$ cat src/rtl/up_counter_mod_pkg.sv
// Shared constants for the loadable modulo-N up counter.
// Default width and the common terminal counts used by digit stages.
package up_counter_mod_pkg;

  localparam int COUNT_WIDTH = 4;
  localparam int BCD_MAX     = 9;
  localparam int HEX_MAX     = 15;

endpackage

$ cat src/rtl/up_counter_mod_inc_one.sv
// Combinational increment-by-one helper.
// Wraps modulo 2^WIDTH; the caller decides when to use it.
module inc_one
  import up_counter_mod_pkg::*;
#(
  parameter int WIDTH = COUNT_WIDTH
) (
  input  logic [WIDTH-1:0] I,
  output logic [WIDTH-1:0] O
);

  assign O = I + WIDTH'(1);

endmodule

$ cat src/rtl/up_counter_mod.sv
// Loadable modulo-(MAX+1) up counter with cascade terminal count,
// registered wrap pulse and sticky overflow flag.
module up_counter_mod
  import up_counter_mod_pkg::*;
#(
  parameter int WIDTH = COUNT_WIDTH,
  parameter int MAX   = HEX_MAX
) (
  input  logic             CLK,
  input  logic             Reset,
  input  logic             en,
  input  logic             clr,
  input  logic             load,
  input  logic [WIDTH-1:0] d,
  input  logic             ack,
  output logic [WIDTH-1:0] q,
  output logic             tc,
  output logic             wrap,
  output logic             ovf
);

  localparam logic [WIDTH-1:0] MaxV = WIDTH'(MAX);

  logic [WIDTH-1:0] q_q, q_d;
  logic [WIDTH-1:0] inc;
  logic             wrap_q, wrap_d;
  logic             ovf_q, ovf_d;
  logic             at_max;
  logic             wrap_ev;

  inc_one #(.WIDTH(WIDTH)) u_inc (
    .I(q_q),
    .O(inc)
  );

  assign at_max  = (q_q == MaxV);
  // Zero-latency carry so a chained stage steps on our wrap edge.
  assign tc      = en && at_max;
  // Only the count branch wraps; clr and load take priority.
  assign wrap_ev = !clr && !load && en && at_max;

  // Next-state: clr over load over count, with clamped load.
  always_comb begin
    q_d    = q_q;
    wrap_d = wrap_ev;
    ovf_d  = ovf_q;
    if (clr) begin
      q_d = '0;
    end else if (load) begin
      q_d = (d > MaxV) ? MaxV : d;
    end else if (en) begin
      q_d = at_max ? '0 : inc;
    end
    if (wrap_ev) begin
      ovf_d = 1'b1;
    end else if (ack) begin
      ovf_d = 1'b0;
    end
  end

  // State registers with asynchronous clear.
  always_ff @(posedge CLK or negedge Reset) begin
    if (!Reset) begin
      q_q    <= '0;
      wrap_q <= 1'b0;
      ovf_q  <= 1'b0;
    end else begin
      q_q    <= q_d;
      wrap_q <= wrap_d;
      ovf_q  <= ovf_d;
    end
  end

  assign q    = q_q;
  assign wrap = wrap_q;
  assign ovf  = ovf_q;

endmodule

$ cat config.mk
export PLATFORM = sky130hd
export DESIGN_NAME = up_counter_mod
export DESIGN_NICKNAME = d
export VERILOG_FILES = /design/src/rtl/up_counter_mod_pkg.sv /design/src/rtl/up_counter_mod_inc_one.sv /design/src/rtl/up_counter_mod.sv
export SDC_FILE = /design/constraint.sdc
export NUM_CORES = 1
export LEC_CHECK = 0
export CORE_AREA = 2 2 39 41
export CTS_CLUSTER_SIZE = 28
export DETAILED_ROUTE_END_ITERATION = 8
export DIE_AREA = 0 0 41 43
export GPL_TIMING_DRIVEN = 0
export SYNTH_ARGS = -nofsm -noshare
export SYNTH_HDL_FRONTEND = slang
export SYNTH_SLANG_ARGS = --single-unit
$ cat constraint.sdc
create_clock -name CLK -period 1.6 [get_ports CLK]
set_input_delay 0.32 -clock CLK [delete_from_list [all_inputs] [get_ports CLK]]
set_output_delay 0.32 -clock CLK [all_outputs]
set_load 0.03 [all_outputs]
; Yosys cells after proc, flatten, opt, wreduce, memory -nomap -nowiden
; Index checks and enable logic that the tools add are counted.
[classes]
n_reduce_logical = 8
n_lt_le_gt_ge = 1
muxes = 7
n_addsub = 1
n_eq_ne = 1
[op_table]
columns = operator, count
row1 = $mux 4, 5
row2 = $add 4x1->4 const B, 1
row3 = $eq 4x4->1 const B, 1
row4 = $gt 4x4->1 const B, 1
row5 = $logic_and 1x1->1, 4
row6 = $reduce_bool 3->1, 1
row7 = $logic_not 1->1, 2
row8 = $mux 1, 2
row9 = $reduce_bool 2->1, 1
[totals]
ff_bits = 6
in_bits = 10
output_inout_bits = 7
elab_cells = 21

; Longest topological paths before layout
[logic_depth]
word_depth = 5
depth_mapped = 4
depth_no_buf = 4

; Hierarchy
; A second synthesis with hierarchy kept.
[hier_totals]
hier_cells = 31
area_unflattened_um2 = 346.6
[by_module_without_submodules]
columns = mod, cells_per_inst, n_inst, seq_area_each_um2, area_each_um2
row1 = up_counter_mod, 26, 1, 150.1, 302.8
row2 = inc_one, 5, 1, 0.0, 43.8

; Least setup slack after synthesis
; Ideal clock, no wire load.
[synth_timing]
path_kind = reg-to-output
from = register q_q[0], in the netlist q[0]
to = output port tc
setup_slack_ns = -0.152
path_buffers = 0
required_ns = 1.280
path_stages_with_launch = 4
arrival_ns = 1.432
cell_sequence = dfrtp_1 ha_1 nand2_1 nor2_1
[synth_between]
elab_chain_cells = 2
[synth_lines]
columns = item, line_no
row1 = "start, declared", up_counter_mod.sv:24  ; logic [WIDTH-1:0] q_q, q_d;
row2 = "start signal, assigned", up_counter_mod.sv:68  ; q_q <= q_d;
row3 = $eq 4x4->1, up_counter_mod.sv:36  ; assign at_max = (q_q == MaxV);
row4 = $logic_and 1x1->1, up_counter_mod.sv:38  ; assign tc = en && at_max;
row5 = "end, declared", up_counter_mod.sv:17  ; output logic tc,
; Every way passes these cells.

; Final worst setup path
[layout_timing]
from = register ovf_q, in the netlist ovf
to = output port ovf
[layout_lines]
columns = item, line_no
row1 = "start, declared", up_counter_mod.sv:27  ; logic ovf_q, ovf_d;
row2 = "start signal, assigned", up_counter_mod.sv:70  ; ovf_q <= ovf_d;
row3 = "end, declared", up_counter_mod.sv:19  ; output logic ovf
; No word-level cell between the ends.

==> results by group <==
Global route
  • Global-route wire length before repair: 1.269 mm
  • Busiest grt layer: met2
  • Initial antenna violation count: 0
  • Pin count of the biggest net entering global routing: 9
  • Gr ovfl total: 0
  • Vias in the first global route: 294
  • Grt met3 use: 3.665%
  • GR met2 Demand/Resource: 15.94%
  • Met1 usage: 13.20%
  • Total GRT Usage: 11.13%

Timing
  • Worst Max-Slew Pin Slew: 0.3015 ns
  • Final Hold Viols: 0
  • WHS: 0.3116 ns
  • Min cycle time layout: 1.558 ns
  • Max Freq: 641.8 MHz
  • Setup violations, final: 0
  • RSZ-0062 raised after global routing: no
  • Max-Slew Margin vs Limit: 79.84%
  • Clock Skew: 0.006513 ns
  • Slew Limit Fails: 0
  • Final Cycle Share: 97.38%

Yosys
  • Synth cell types: 19
  • Synth area leaders: dfrtp_1, inv_1, a21oi_4
  • Syn nets: 46
  • Syn avg cell area: 9.724 µm²
  • Most common library cells after synthesis: dfrtp_1, inv_1, nand2_1
  • Gate Count Post-Synth: 35
  • Asr flop ratio synth: 100.0%
  • Synth Cell Area: 340.3 µm²
  • Warnings, synthesis: 0
  • Number of synthesized flops with an enable pin: 0
  • Top cell type's share of synthesized area: 44.12%
  • Yosys top cell by area: dfrtp_1
  • Flops & latches, synth: 6
  • Most common cell in the netlist: dfrtp_1
  • Main synth FF type: dfrtp_1
  • Sequential area share after synthesis: 44.12%

Floorplanning
  • IO Pins: 17
  • Die Span Y: 43 µm
  • Die ar.: 1763 µm²
  • Die X: 41 µm
  • Core footprint: 1384 µm²
  • Initial core utilization: 24.59%
  • Cell Rows: 14

Setup path
  • CP Launch Type: register
  • Worst setup path startpoint: ovf
  • Critical path endpoint category: primary output
  • Slowest-stage cell, CP: clkdlybuf4s50_1
  • CP max FO: 2
  • Worst-path cell chain: clkdlybuf4s50_1
  • Crit path max-delay family: buffers and inverters
  • Reg2reg start: q[0]
  • Buf+Inv Stages, Crit Path: 1
  • CP peak stage delay: 0.67 ns
  • Crit path arrival time: 1.24 ns
  • Kind of critical path: register to primary output
  • Worst EP required: 1.28 ns

Clock network
  • Num CTS Buffers: 3
  • Clk sinks: 6
  • CTS Hold Bufs: 0
  • Clock tree buffer depth: 2
  • # H-tree levels: 1
  • CTS root buffer: clkbuf_4
  • Clock slew at reported path FFs: 0.05 ns
  • Clk_lat worst skew: 0.24 ns
  • TritonCTS clock tree: done

Flow run
  • Number of max-cap violations: 0

Routing
  • Vias: 323
  • Total Wirelength: 806 µm
  • 1st-pass router iterations: 2
  • Vias per inst: 4.486
  • ANT nets after route: 0
  • Detailed Route Iter0 Violations: 2
  • DRC: 0
  • DR WL/cell: 11.19 µm

Cells and area
  • Area grow syn2layout: 63.97%
  • Fin area: 558.0 µm²
  • Share of post-route cells with drive strength above 1: 26.79%
  • Antenna Cells: 0
  • Final nets: 68

Pwr
  • Logic pwr share: 23.8%
  • Tot Pwr: 0.4187 mW
  • Sw Ratio: 27.35%
  • Net switching power: 0.1145 mW
  • Internal power: 0.3042 mW
  • Worst VDD drop: 0.0003127 V
  • Seq pwr share: 40.6%
  • PwrDens: 750.3 nW/µm²
  • Clock power frac: 35.6%
  • Leakage: 0.2641 nW

Placement
  • Final HPWL DP: 607.1 µm
  • Placed inst area: 515.5 µm²
  • Port buffer count: 15
  • Final GP Congestion: 0.6253

Status
  • Status: complete, no violations

Worst hold path
  • Worst Hold Class: primary input to asynchronous set/reset pin
## timing repair
action	CTS	global route
gates resized for setup	12	0
hold endpoints to repair	0	0
endpoints found under the setup margin	5	1
buffers inserted	0	2
## path summary, 6_finish.rpt
path	end	slack, ns	depth (start not counted)
worst max-delay path	ovf	0.04	1
worst min-delay path	q[3]	0.31	1
worst max register to register	q[1]	0.40	4
worst min register to register	ovf	0.48	1
max in group asynchronous	q[1]	1.06	1
min in group CLK	wrap	0.39	2
## power groups by stage
stage	registers (mW)	logic [mW]	clock network (mW)
2_1_floorplan	0.189	0.0318	0
3_3_place_gp	0.175	0.0921	0
3_5_place_dp	0.176	0.0928	0
4_1_cts	0.175	0.0887	0.157
5_1_grt	0.171	0.110	0.164
6_report	0.170	0.0997	0.149
## flip-flops by register name, indices dropped and copies added (netlist names)
register	count
ovf	1
q	4
wrap	1
## per-layer routing
| metal | part of all wire, % | wire, µm |
|---|---|---|
| met5 | 0 | 0 |
| met4 | 0 | 0 |
| met3 | 4.8 | 39 |
| met2 | 52 | 417 |
| met1 | 43 | 348 |
## final cells by class
type	count	area (µm²)
Clock buffer	4	26.28
Sequential cell	6	152.6
Inverter	5	18.77
Fill cell	154	825.8
Timing Repair Buffer	17	153.9
Buffer	1	5.005
Multi-Input combinational cell	23	181.4
Tap cell	16	20.02
## cells by family after synthesis
group,share of synthesized area [%]
compound gates,22.80
flops,44.12
simple gates,13.60
buf+inv,6.984
mux,6.250
fa+ha+maj,3.676
xor+xnor,2.574
## stage by stage
step	utilization (%)	setup WS, ns	TNS, ns	std cells
3_5_place_dp	37.25	-0.5102	-0.5357	66
6_report	40.33	0.04190	0	72
3_3_place_gp	37.25	-0.5033	-0.5033	66
2_1_floorplan	-	0.1059	0	35
4_1_cts	39.24	0.01090	0	70
5_1_grt	40.33	0.01245	0	72
## cells in the final DEF (no fill, tap or decap), types with 2 or more instances in the layout
cell / n
o21a_1: 2
clkdlybuf4s50_1: 9
dfrtp_2: 2
buf_4: 2
inv_1: 5
buf_2: 2
dlygate4sd2_1: 5
dfrtp_1: 4
a21oi_1: 3
clkbuf_4: 3
nand2_1: 4
Power figures use the tool's default switching activity.
